[src/rtl/decode_exec_unit_pkg.sv]
// -----------------------------------------------------------------------------
// decode_exec_unit_pkg
// Shared constants for the RV32 decode/execute slice:
//   - 7-bit opcode values for each supported instruction class
//   - ALU operation encoding (alu_op_t)
//   - func3 values used by the decoder
//   - helper that maps an ALU-class func3 onto an ALU operation
// -----------------------------------------------------------------------------
package decode_exec_unit_pkg;

    localparam logic [6:0] OP_R_TYPE = 7'b0110011;
    localparam logic [6:0] OP_I_ALU  = 7'b0010011;
    localparam logic [6:0] OP_LOAD   = 7'b0000011;
    localparam logic [6:0] OP_STORE  = 7'b0100011;
    localparam logic [6:0] OP_BRANCH = 7'b1100011;
    localparam logic [6:0] OP_JAL    = 7'b1101111;
    localparam logic [6:0] OP_JALR   = 7'b1100111;
    localparam logic [6:0] OP_SYSTEM = 7'b1110011;

    typedef enum logic [2:0] {
        ALU_ADD = 3'b000,
        ALU_SUB = 3'b001,
        ALU_AND = 3'b010,
        ALU_OR  = 3'b011,
        ALU_XOR = 3'b100,
        ALU_SLL = 3'b101,
        ALU_SRL = 3'b110,
        ALU_SLT = 3'b111
    } alu_op_t;

    localparam logic [2:0] F3_ADD  = 3'b000;
    localparam logic [2:0] F3_SLL  = 3'b001;
    localparam logic [2:0] F3_SLT  = 3'b010;
    localparam logic [2:0] F3_SLTU = 3'b011;
    localparam logic [2:0] F3_XOR  = 3'b100;
    localparam logic [2:0] F3_SR   = 3'b101;
    localparam logic [2:0] F3_OR   = 3'b110;
    localparam logic [2:0] F3_AND  = 3'b111;
    localparam logic [2:0] F3_BNE  = 3'b001;

    // ALU-class func3 -> operation. SLTU is executed as signed SLT and
    // SRA as logical SRL; this core has no unsigned-compare or arithmetic shift.
    function automatic alu_op_t func3_to_alu_op(input logic [2:0] func3,
                                                input logic       sub);
        alu_op_t op;
        case (func3)
            F3_ADD:  op = sub ? ALU_SUB : ALU_ADD;
            F3_SLL:  op = ALU_SLL;
            F3_SLT:  op = ALU_SLT;
            F3_SLTU: op = ALU_SLT;
            F3_XOR:  op = ALU_XOR;
            F3_SR:   op = ALU_SRL;
            F3_OR:   op = ALU_OR;
            default: op = ALU_AND;
        endcase
        return op;
    endfunction

endpackage

[src/rtl/decode_exec_unit_imm_gen.sv]
// -----------------------------------------------------------------------------
// imm_gen
// Extracts and sign-extends the immediate field of an RV32 instruction.
// Branch and jump immediates are half-offsets (bit 0 is not appended).
// Ports:
//   instruction : input,  32   instruction word
//   imm         : output, XLEN sign-extended immediate (0 for formats without one)
// -----------------------------------------------------------------------------
module imm_gen
    import decode_exec_unit_pkg::*;
#(
    parameter int XLEN = 32
) (
    input  logic [31:0]     instruction,
    output logic [XLEN-1:0] imm
);

    logic [6:0] opcode;
    assign opcode = instruction[6:0];

    always_comb begin
        // NOTE: every always_comb output gets a default first so no path can
        // leave it unassigned and infer a latch.
        imm = '0;
        case (opcode)
            OP_I_ALU, OP_LOAD, OP_JALR:
                imm = {{(XLEN-12){instruction[31]}}, instruction[31:20]};
            OP_STORE:
                imm = {{(XLEN-12){instruction[31]}}, instruction[31:25],
                       instruction[11:7]};
            OP_BRANCH:
                imm = {{(XLEN-12){instruction[31]}}, instruction[31],
                       instruction[7], instruction[30:25], instruction[11:8]};
            OP_JAL:
                imm = {{(XLEN-20){instruction[31]}}, instruction[31],
                       instruction[19:12], instruction[20], instruction[30:21]};
            default: imm = '0;
        endcase
    end

endmodule

[src/rtl/decode_exec_unit.sv]
// -----------------------------------------------------------------------------
// decode_exec_unit
// Single-cycle RV32 decode + ALU slice. Everything except `halted` is a pure
// combinational function of instruction/rs1Data/rs2Data.
// Ports:
//   clk, reset          : clock, synchronous active-high reset (halted only)
//   instruction         : 32-bit instruction word
//   rs1Data, rs2Data    : register read data (rs1 is ALU operand A)
//   imm                 : sign-extended immediate
//   aluResult, zero     : ALU result and its zero flag
//   BR, memToReg, memWrite, ALUSrc, regWrite, PCToReg, aluToPC : controls
//   ALUOp               : selected ALU operation
//   brTaken             : branch/jump taken
//   halt                : current instruction is SYSTEM
//   halted              : sticky halt flag, cleared only by reset
// -----------------------------------------------------------------------------
module decode_exec_unit
    import decode_exec_unit_pkg::*;
#(
    parameter int XLEN = 32
) (
    input  logic            clk,
    input  logic            reset,
    input  logic [31:0]     instruction,
    input  logic [XLEN-1:0] rs1Data,
    input  logic [XLEN-1:0] rs2Data,
    output logic [XLEN-1:0] imm,
    output logic [XLEN-1:0] aluResult,
    output logic            zero,
    output logic            BR,
    output logic            memToReg,
    output logic            memWrite,
    output logic            ALUSrc,
    output logic            regWrite,
    output logic            PCToReg,
    output logic            aluToPC,
    output logic [2:0]      ALUOp,
    output logic            brTaken,
    output logic            halt,
    output logic            halted
);

    logic [6:0]      opcode;
    logic [2:0]      func3;
    logic            func7_b5;
    alu_op_t         alu_op;
    logic [XLEN-1:0] operand_b;

    assign opcode   = instruction[6:0];
    assign func3    = instruction[14:12];
    assign func7_b5 = instruction[30];

    imm_gen #(.XLEN(XLEN)) u_imm_gen (
        .instruction (instruction),
        .imm         (imm)
    );

    // Main decoder.
    always_comb begin
        BR       = 1'b0;
        memToReg = 1'b0;
        memWrite = 1'b0;
        ALUSrc   = 1'b0;
        regWrite = 1'b0;
        PCToReg  = 1'b0;
        aluToPC  = 1'b0;
        halt     = 1'b0;
        alu_op   = ALU_ADD;
        case (opcode)
            OP_R_TYPE: begin
                regWrite = 1'b1;
                alu_op   = func3_to_alu_op(func3, func7_b5);
            end
            OP_I_ALU: begin
                // func7 is ignored: there is no SUBI.
                regWrite = 1'b1;
                ALUSrc   = 1'b1;
                alu_op   = func3_to_alu_op(func3, 1'b0);
            end
            OP_LOAD: begin
                regWrite = 1'b1;
                ALUSrc   = 1'b1;
                memToReg = 1'b1;
            end
            OP_STORE: begin
                memWrite = 1'b1;
                ALUSrc   = 1'b1;
            end
            OP_BRANCH: begin
                BR     = 1'b1;
                alu_op = ALU_SUB;
            end
            OP_JAL: begin
                BR       = 1'b1;
                PCToReg  = 1'b1;
                regWrite = 1'b1;
            end
            OP_JALR: begin
                BR       = 1'b1;
                PCToReg  = 1'b1;
                regWrite = 1'b1;
                aluToPC  = 1'b1;
                ALUSrc   = 1'b1;
            end
            OP_SYSTEM: halt = 1'b1;
            default: ;
        endcase
    end

    assign ALUOp     = alu_op;
    assign operand_b = ALUSrc ? imm : rs2Data;

    always_comb begin
        aluResult = '0;
        case (alu_op)
            ALU_ADD: aluResult = rs1Data + operand_b;
            ALU_SUB: aluResult = rs1Data - operand_b;
            ALU_AND: aluResult = rs1Data & operand_b;
            ALU_OR:  aluResult = rs1Data | operand_b;
            ALU_XOR: aluResult = rs1Data ^ operand_b;
            ALU_SLL: aluResult = rs1Data << operand_b[4:0];
            ALU_SRL: aluResult = rs1Data >> operand_b[4:0];
            ALU_SLT: aluResult = {{(XLEN-1){1'b0}},
                                  ($signed(rs1Data) < $signed(operand_b))};
            default: aluResult = '0;
        endcase
    end

    assign zero = (aluResult == '0);

    // Jumps are unconditional; conditional branches use the SUB zero flag,
    // inverted for BNE.
    always_comb begin
        if (opcode == OP_JAL || opcode == OP_JALR) begin
            brTaken = 1'b1;
        end else begin
            brTaken = BR && ((func3 == F3_BNE) ? ~zero : zero);
        end
    end

    always_ff @(posedge clk) begin
        // NOTE: state is updated with non-blocking assignments so every
        // sequential element samples pre-edge values.
        if (reset) begin
            halted <= 1'b0;
        end else if (halt) begin
            halted <= 1'b1;
        end
    end

endmodule

[config.mk]
export PLATFORM = sky130hd
export DESIGN_NAME = decode_exec_unit
export DESIGN_NICKNAME = d
export VERILOG_FILES = /design/src/rtl/decode_exec_unit_pkg.sv /design/src/rtl/decode_exec_unit_imm_gen.sv /design/src/rtl/decode_exec_unit.sv
export SDC_FILE = /design/constraint.sdc
export NUM_CORES = 1
export LEC_CHECK = 0
export ABC_AREA = 0
export CAP_MARGIN = 30
export CORE_ASPECT_RATIO = 0.6
export CORE_MARGIN = 5
export CORE_UTILIZATION = 34
export CTS_BUF_LIST = sky130_fd_sc_hd__clkbuf_16
export CTS_CLUSTER_DIAMETER = 50
export DETAILED_ROUTE_END_ITERATION = 8
export GPL_TIMING_DRIVEN = 0
export PLACE_DENSITY = 0.68
export SLEW_MARGIN = 10
export SYNTH_ARGS = -nofsm -noshare
export SYNTH_HDL_FRONTEND = slang
export SYNTH_SLANG_ARGS = --single-unit
[constraint.sdc]
create_clock -name clk -period 16.3 [get_ports clk]
set_input_delay 4.89 -clock clk [delete_from_list [all_inputs] [get_ports clk]]
set_output_delay 4.89 -clock clk [all_outputs]
set_load 0.005 [all_outputs]
# --- Word-level counts from Yosys, hierarchy flattened ---
# Index checks and enable logic that the tools add are counted.
op_classes:
  n_bitwise: 4
  eq_ne: 21
  addsub: 2
  reduce_logical: 11
  shift: 2
  n_lt_le_gt_ge: 1
  mux: 17
ops:
  columns: ["op", "count"]
  rows:
  - ["case mux 32 bit (8 select lines)", 1]
  - ["case mux 32 bit (4 select lines)", 1]
  - ["case mux 3 bit (6 select lines)", 2]
  - ["adder 32 bit", 1]
  - ["bitwise AND 32 bit", 1]
  - ["logical NOT 32 bit", 1]
  - ["< comparator 32 bit", 1]
  - ["two-way mux 32 bit", 1]
  - ["OR 32 bit", 1]
  - ["left shift 32 x 5 -> 32 bit", 1]
  - ["right shift 32 x 5 -> 32 bit", 1]
  - ["subtractor 32 bit", 1]
  - ["XOR 32 bit", 1]
  - ["== test 7 bit, second input constant", 4]
  - ["== test 3 bit, second input constant", 7]
  - ["== test 7 x 6 -> 1 bit, second input constant", 2]
  - ["== test 3 x 2 -> 1 bit, second input constant", 4]
  - ["two-way mux 1 bit", 11]
  - ["case mux 3 bit (3 select lines)", 1]
  - ["== test 7 x 2 -> 1 bit, second input constant", 1]
  - ["== test 7 x 5 -> 1 bit, second input constant", 1]
  - ["== test 3 x 1 -> 1 bit, second input constant", 2]
  - ["logical NOT 3 bit", 2]
  - ["OR reduction 3 bit", 2]
  - ["6 further kinds", 7]
word_totals:
  output_inout_bits: 78
  register_bits: 1
  inputBits: 98
  wordCells: 59

# --- Depth between registers and ports, before layout ---
# Gate-level depths: netlist of the first run.
depth:
  ltp_word: 11
  ltp_mapped: 27
  depth_no_buf: 24

# --- Cells and area by module ---
# A second synthesis of the first run with hierarchy kept.
unflattened:
  cells_unflattened: 1966
  area_unflattened_um2: 12866.1
by_module_without_submodules:
  columns: ["mod", "n_inst", "area_per_inst_um2", "cells_each", "seq_area_each_um2"]
  rows:
  - ["decode_exec_unit", 1, 12316.8, 1899, 20.0]
  - ["imm_gen", 1, 549.3, 67, 0.0]

# --- Least setup slack after synthesis of the first run ---
# OpenSTA, ideal clock, no wires.
synth_path:
  kind: "input-to-output"
  start: "in instruction[2]"
  end: "out brTaken"
  path_stages: 25
  required_time_ps: 11410
  t_arrival_ps: 9863
  n_path_buf: 4
  setup_slack_ps: 1547
  path_cell_list: "and4bb_1 > buf_2 > and2_1 > nor2_2 > clkbuf_1 > clkbuf_1 > a21o_1 > inv_1 > ha_1 > buf_2 > a21o_1 > a211o_1 > nor2_1 > or4b_1 > a21oi_1 > nor4_1 > o311ai_0 > o41ai_1 > a2bb2oi_1 > a211o_1 > or3_1 > nor4_1 > and2_2 > xor2_1 > o21ai_1"
synth_between:
  elab_chain_len: 11
  elab_cells_between_ends: 38
  cone_classes: "2 x add/sub; 1 x order compare; 14 x eq/ne; 2 x shift; 8 x mux; 4 x bitwise; 7 x reduce/logical"
synth_rtl:
  columns: ["element", "line", "rtl"]
  rows:
  - ["start, declared", "decode_exec_unit.sv:24", "input logic [31:0] instruction,"]
  - ["== test 7 bit, or another cell as far along", "decode_exec_unit_imm_gen.sv:25, decode_exec_unit.sv:69", null]
  - ["OR reduction 3 bit or OR reduction 4 bit (tied branches)", null, null]
  - ["case mux 32 bit (4 select lines) or two-way mux 1 bit (tied branches)", "decode_exec_unit_imm_gen.sv:25, decode_exec_unit.sv:69", null]
  - ["two-way mux 32 bit", "decode_exec_unit.sv:111", "assign operand_b = ALUSrc ? imm : rs2Data;"]
  - ["subtractor 32 bit, or another cell as far along", "decode_exec_unit.sv:117", "ALU_SUB: aluResult = rs1Data - operand_b;"]
  - ["case mux 32 bit (8 select lines) *", "decode_exec_unit.sv:115", "case (alu_op)"]
  - ["net aluResult[29]", "decode_exec_unit.sv:28", "output logic [XLEN-1:0] aluResult,"]
  - ["logical NOT 32 bit *", "decode_exec_unit.sv:129", "assign zero = (aluResult == '0);"]
  - ["net zero", "decode_exec_unit.sv:29", "output logic zero,"]
  - ["NOT 1 bit", "decode_exec_unit.sv:137", "brTaken = BR && ((func3 == F3_BNE) ? ~zero : zero);"]
  - ["two-way mux 1 bit *", "decode_exec_unit.sv:137", null]
  - ["logical AND 1 bit *", "decode_exec_unit.sv:137", null]
  - ["two-way mux 1 bit *", "decode_exec_unit.sv:134", "if (opcode == OP_JAL || opcode == OP_JALR) begin"]
  - ["end, declared", "decode_exec_unit.sv:38", "output logic brTaken,"]
# Mark *: on every way through the listed nets, which the timed path passes. The rest lies on a longest branch.

# --- Worst setup path in the final report of the first run ---
layout_path:
  start: "in instruction[1]"
  end: "out brTaken"
layout_between:
  elab_chain_len: 11
  elab_cells_between_ends: 38
  cone_classes: "2 x add/sub; 1 x order compare; 14 x eq/ne; 2 x shift; 8 x mux; 4 x bitwise; 7 x reduce/logical"
layout_rtl:
  columns: ["element", "line"]
  rows:
  - ["== test 7 bit, or another cell as far along", "decode_exec_unit_imm_gen.sv:25, decode_exec_unit.sv:69, decode_exec_unit.sv:134"]
  - ["OR reduction 3 bit or OR reduction 4 bit (tied branches)", null]
  - ["case mux 32 bit (4 select lines) or two-way mux 1 bit (tied branches)", "decode_exec_unit_imm_gen.sv:25, decode_exec_unit.sv:69"]
  - ["two-way mux 32 bit", "decode_exec_unit.sv:111"]
  - ["subtractor 32 bit, or another cell as far along", "decode_exec_unit.sv:117"]
  - ["case mux 32 bit (8 select lines)", "decode_exec_unit.sv:115"]
  - ["logical NOT 32 bit", "decode_exec_unit.sv:129"]
  - ["NOT 1 bit", "decode_exec_unit.sv:137"]
  - ["two-way mux 1 bit", "decode_exec_unit.sv:137"]
  - ["logical AND 1 bit", "decode_exec_unit.sv:137"]
  - ["two-way mux 1 bit *", "decode_exec_unit.sv:134"]
# Every way passes the cells marked *; elsewhere a longest branch is shown, timed or not.

==> results of run 1 <==
## where the power goes
| part | switching (uW) | leakage [uW] | internal (uW) |
|---|---|---|---|
| combinational | 335 | 0.00533 | 182 |
| sequential | 0.00796 | 0.00000806 | 2.52 |
| clock | 0 | 0.00000000634 | 0.00000224 |
| total | 335 | 0.00534 | 185 |
## placed cells by master (no fill, tap or decap), types with 42 or more instances in the layout
cell / n
nand3_1: 127
o21ai_0: 91
o22ai_1: 44
clkdlybuf4s50_1: 167
ha_1: 98
inv_1: 100
nor2_1: 141
a21oi_1: 112
o21ai_1: 42
nor3_1: 52
nand2_1: 150
a21o_1: 47
## final timing paths
| check | endpoint | depth (start not counted) |
|---|---|---|
| max | brTaken | 26 |
| min reg2reg | halted$_SDFFE_PP0P_ | 1 |
| min | halted$_SDFFE_PP0P_ | 1 |
| max reg2reg | halted$_SDFFE_PP0P_ | 1 |
## cell type report
cell class / instances / area [um2] / share of cell area [%]
diodes: 1 / 2.50 / 0.0198
well taps: 375 / 469 / 3.71
inverters: 107 / 410 / 3.24
flip-flops and latches: 1 / 20.0 / 0.158
multi-input cells: 1360 / 9150 / 72.3
plain buffers: 115 / 738 / 5.83
repair buffers: 193 / 1870 / 14.8
## critical path, delay by kind of cell
kind	cells	cell delay [ns]
buffers and inverters	6	1.64
adders and majority gates	1	0.39
AOI/OAI and AO/OA	9	1.96
xor gates and xnor gates	1	0.15
and+or+nand+nor	9	2.39
## metal layers
metal / wire length [um] / GRT usage [%] / vias up
met3: 13300 / 20.9 / 219
li1: - / - / 6328
met1: 31100 / 60.4 / 7311
met4: 3010 / 11.0 / 2
met5: 13 / 0 / -
met2: 27000 / 56.2 / 1378
## stage by stage
step	setup slack [ns]	instances	setup TNS [ns]	util, %
final	-0.0207	2152	-0.0207	43.9
after global routing	-0.0659	2151	-0.0659	43.9
after CTS	0.0605	2143	0	43.2
after detailed placement	-2.16	2145	-8.55	42.3
after global placement	-2.19	2142	-8.80	42.2
after floorplan	1.55	1594	0	-
## what timing repair did
item                       4_1_cts  5_1_grt
setup buffers                    7        6
pin swaps                       12       12
setup endpoints to repair       16        2
gates resized for setup         66       38
## cells by family after synthesis
logic type / after synthesis / synth area share, %
multiplexers: 26 / 2.90
XOR/XNOR: 20 / 1.76
AO/OA/AOI/OAI: 613 / 41.9
buffers and inverters: 233 / 11.0
AND/OR/NAND/NOR: 598 / 29.1
adder cells (fa/ha/maj): 103 / 13.1
flip-flops: 1 / 0.201
==> run_results.csv, run 1 <==
group,metric,value,unit
layout,fin_nets,1979,
worst_setup_path,critical_path.startpoint,"instruction[1]",
yosys,synth.most_common_cell,"nand2_1",
timing,rsz0062_at_grt,"yes",
timing,hold_ws,0.470,ns
drt,viasPerCell,7.08,
floorplanning,num_rows,48,
yosys,avgSynthCellArea,6.25,um2
worst_setup_path,critical_path.max_fanout,20,
yosys,ys.flop_type,"dfxtp_1",
worst_setup_path,reg2reg_from,"halted$_SDFFE_PP0P_",
layout,top_register,"halted",
flow_run,drv_cap,0,
status,status,"complete, but fails checks",
pwr,ir_drop,27.6,uV
worst_setup_path,required,11.41,ns
timing,timing.final.ws_setup,-0.0207,ns
worst_hold_path,hold_path_class,"reg2reg",
worst_setup_path,critPathSlowestCell,"clkdlybuf4s50_1",
floorplanning,start_util,34.6,%
global_route,antenna_found_initial,2,
yosys,synth_fp_nets,1795,
timing,fin_crit_sh,100,%
layout,largest_register_ffs,1,
global_route,grt_overflow,0,
drt,routed_wl,74500,um
global_route,grt_max_degree,29,
layout,layout-drive-gt1-share,10.6,%
floorplanning,dieArea,33000,um2
layout,area_growth,27.0,%
layout,top_regs,"halted x1",
floorplanning,fp.coreArea,28800,um2
timing,fmax,0.0613,GHz
timing,setup_viol,1,
drt,vias,15200,
global_route,grt_pass1_wl,103000,um
pwr,power_density,41.1,nW/um2
pwr,power.leakage,0.00534,uW
worst_hold_path,hp-start,"halted$_SDFFE_PP0P_",
cts,cts.clk_slew.worst_paths,0,ns
yosys,postSynthCellCount,1594,
yosys,synth_edf_count,0,
place,gp_congestion,1.18,
drt,drt_iter0_markers,2733,
yosys,syn_area,9970,um2
place,port_buffers,173,
yosys,ys_warn_count,0,
worst_setup_path,crit_path_max_incr_delay,0.52,ns
timing,tightestPinTransition,1.31,ns
global_route,grt_usage,42.5,%
worst_setup_path,r2r_slack,15.70,ns
pwr,finalPower,520,uW
layout,fillCellCount,3089,
yosys,synth_cell_types,100,
drt,wire_per_inst,34.6,um
timing,finClkSkew,0,ns
place,dp_hpwl,61600,um
floorplanning,pin_count,176,
drt,postRouteAntennaNets,0,
yosys,ys_seq_elements,1,
yosys,ys_async_sr_fraction,0,%
floorplanning,die_w,231,um
floorplanning,die_h,143,um
timing,fin_crit,16.32,ns
timing,slew_headroom,12.9,%
yosys,yosysSeqAreaShare,0.201,%
status,violations,"setup timing",
worst_setup_path,crit_type,"in2out",
drt,firstDrtPassIters,7,
place,place_area,12200,um2
cts,postCtsHoldBufs,0,
timing,finalMaxSlewViolations,0,
layout,stdcell_area,12700,um2
timing,hold_viol_final,0,
yosys,synth_area_leader_cell,"ha_1",
cts,clk_latency,0,ns
worst_setup_path,cp.arrival,11.43,ns
yosys,synth_common_cells,"nand2_1 (150), nor2_1 (141), nand3_1 (128)",
yosys,synth.top_cell.area_share,12.7,%
global_route,grt_pass1_vias,13800,
worst_setup_path,end_kind,"primary output",
yosys,synth_area_leaders,"ha_1 (13%), nand3_1 (6.4%), a21oi_1 (5.9%), nand2_1 (5.6%), nor2_1 (5.3%)",
drt,drc,0,
worst_setup_path,start_kind,"input port",
No activity file was read; power rests on OpenSTA's default activity.
==> run 2, diff against run 1 <==
--- a/config.mk
+++ b/config.mk
@@ -14,6 +14,7 @@
 export CTS_CLUSTER_DIAMETER = 50
 export DETAILED_ROUTE_END_ITERATION = 8
 export GPL_TIMING_DRIVEN = 0
+export MAX_ROUTING_LAYER = met4
 export PLACE_DENSITY = 0.68
 export SLEW_MARGIN = 10
 export SYNTH_ARGS = -nofsm -noshare
==> run_results.csv, run 2 (synthesis results as in run 1) <==
group,metric,value,unit
status,status,"complete, no violations",
drt,drc,0,
floorplanning,dieArea,33000,um2
layout,top_register,"halted",
cts,cts.clk_slew.worst_paths,0,ns
drt,drt_iter0_markers,2702,
drt,wire_per_inst,34.8,um
floorplanning,die_h,143,um
timing,tightestPinTransition,1.08,ns
worst_setup_path,critical_path.max_fanout,19,
timing,finClkSkew,0,ns
drt,viasPerCell,7.08,
global_route,grt_max_degree,30,
floorplanning,fp.coreArea,28800,um2
floorplanning,num_rows,48,
floorplanning,pin_count,176,
timing,timing.final.ws_setup,0.122,ns
place,port_buffers,173,
worst_setup_path,reg2reg_from,"halted$_SDFFE_PP0P_",
timing,fin_crit_sh,99.2,%
timing,hold_viol_final,0,
floorplanning,start_util,34.6,%
cts,postCtsHoldBufs,0,
global_route,antenna_found_initial,0,
timing,slew_headroom,28.2,%
timing,fin_crit,16.18,ns
timing,hold_ws,0.478,ns
place,pre_cts_slack,-1.80,ns
worst_setup_path,crit_type,"in2out",
timing,finalMaxSlewViolations,0,
worst_setup_path,cp.arrival,11.29,ns
layout,top_regs,"halted x1",
layout,layout-drive-gt1-share,11.4,%
place,gp_congestion,1.15,
layout,fin_nets,1989,
floorplanning,die_w,231,um
place,dp_hpwl,62000,um
worst_setup_path,end_kind,"primary output",
cts,clk_latency,0,ns
drt,vias,15300,
worst_setup_path,critical_path.startpoint,"instruction[6]",
worst_setup_path,path_common_cell,"buf_6",
worst_setup_path,required,11.41,ns
layout,mostFrequentLayoutCells,"clkdlybuf4s50_1 (167), nand2_1 (149), nor2_1 (141), nand3_1 (127), a21oi_1 (109)",
global_route,grt_pass1_vias,13700,
layout,layout_commonest_cell,"clkdlybuf4s50_1",
drt,postRouteAntennaNets,0,
global_route,grt_pass1_wl,103000,um
worst_hold_path,hold_path_class,"reg2reg",
global_route,grt_overflow,0,
layout,largest_register_ffs,1,
worst_setup_path,start_kind,"input port",
layout,area_growth,28.3,%
timing,setup_viol,0,
worst_setup_path,critPathSlowestCell,"fa_1",
flow_run,drv_cap,0,
drt,routed_wl,75200,um
worst_setup_path,crit_path_max_incr_delay,0.47,ns
drt,firstDrtPassIters,7,
global_route,grt_usage,44.1,%
worst_hold_path,hp-start,"halted$_SDFFE_PP0P_",
timing,fmax,0.0618,GHz
run 2: path summary, 6_finish.rpt:
path | end | slack [ns] | cells past startpoint
setup / recovery | brTaken | 0.12 | 28
hold / removal | halted$_SDFFE_PP0P_ | 0.48 | 1
setup reg to reg | halted$_SDFFE_PP0P_ | 15.70 | 1
hold reg to reg | halted$_SDFFE_PP0P_ | 0.48 | 1
run 2: metal layers:
metal  global-route usage, %  share of wire [%]
met3                    19.5                 17
met4                    12.9                4.3
met1                    62.3                 43
met5                       -                  0
met2                    55.3                 36
run 2: timing repair:
action,4_1_cts,5_1_grt
pin swaps,16,18
buffers inserted,13,10
gates cloned,1,0
endpoints found under the setup margin,16,2
resized for setup,66,45
run 2: layout make-up:
class                      instances  area (um2)
antenna                            2        5.00
fill                            3095       16000
inverter                         107         410
multi-input combinational       1360        9210
sequential                         1        20.0
tap                              375         469
buffer                           113         712
timing repair buffer             205        1970
run 2: worst max-delay path, delay by kind of cell:
kind	cells	cell delay (ns)
buf+inv	8	1.77
simple gates	7	1.71
fa+ha+maj	1	0.47
xor+xnor	1	0.20
compound gates	11	2.23
run 2: metrics by stage:
stage	TNS (ns)	area, um2	cells	util [%]
floorplan	0	9970	1594	-
global placement	-11.61	12200	2142	42.2
detailed placement	-7.30	12200	2148	42.4
CTS	0	12500	2152	43.5
global route	-0.0903	12800	2161	44.4
finish	0	12800	2163	44.4
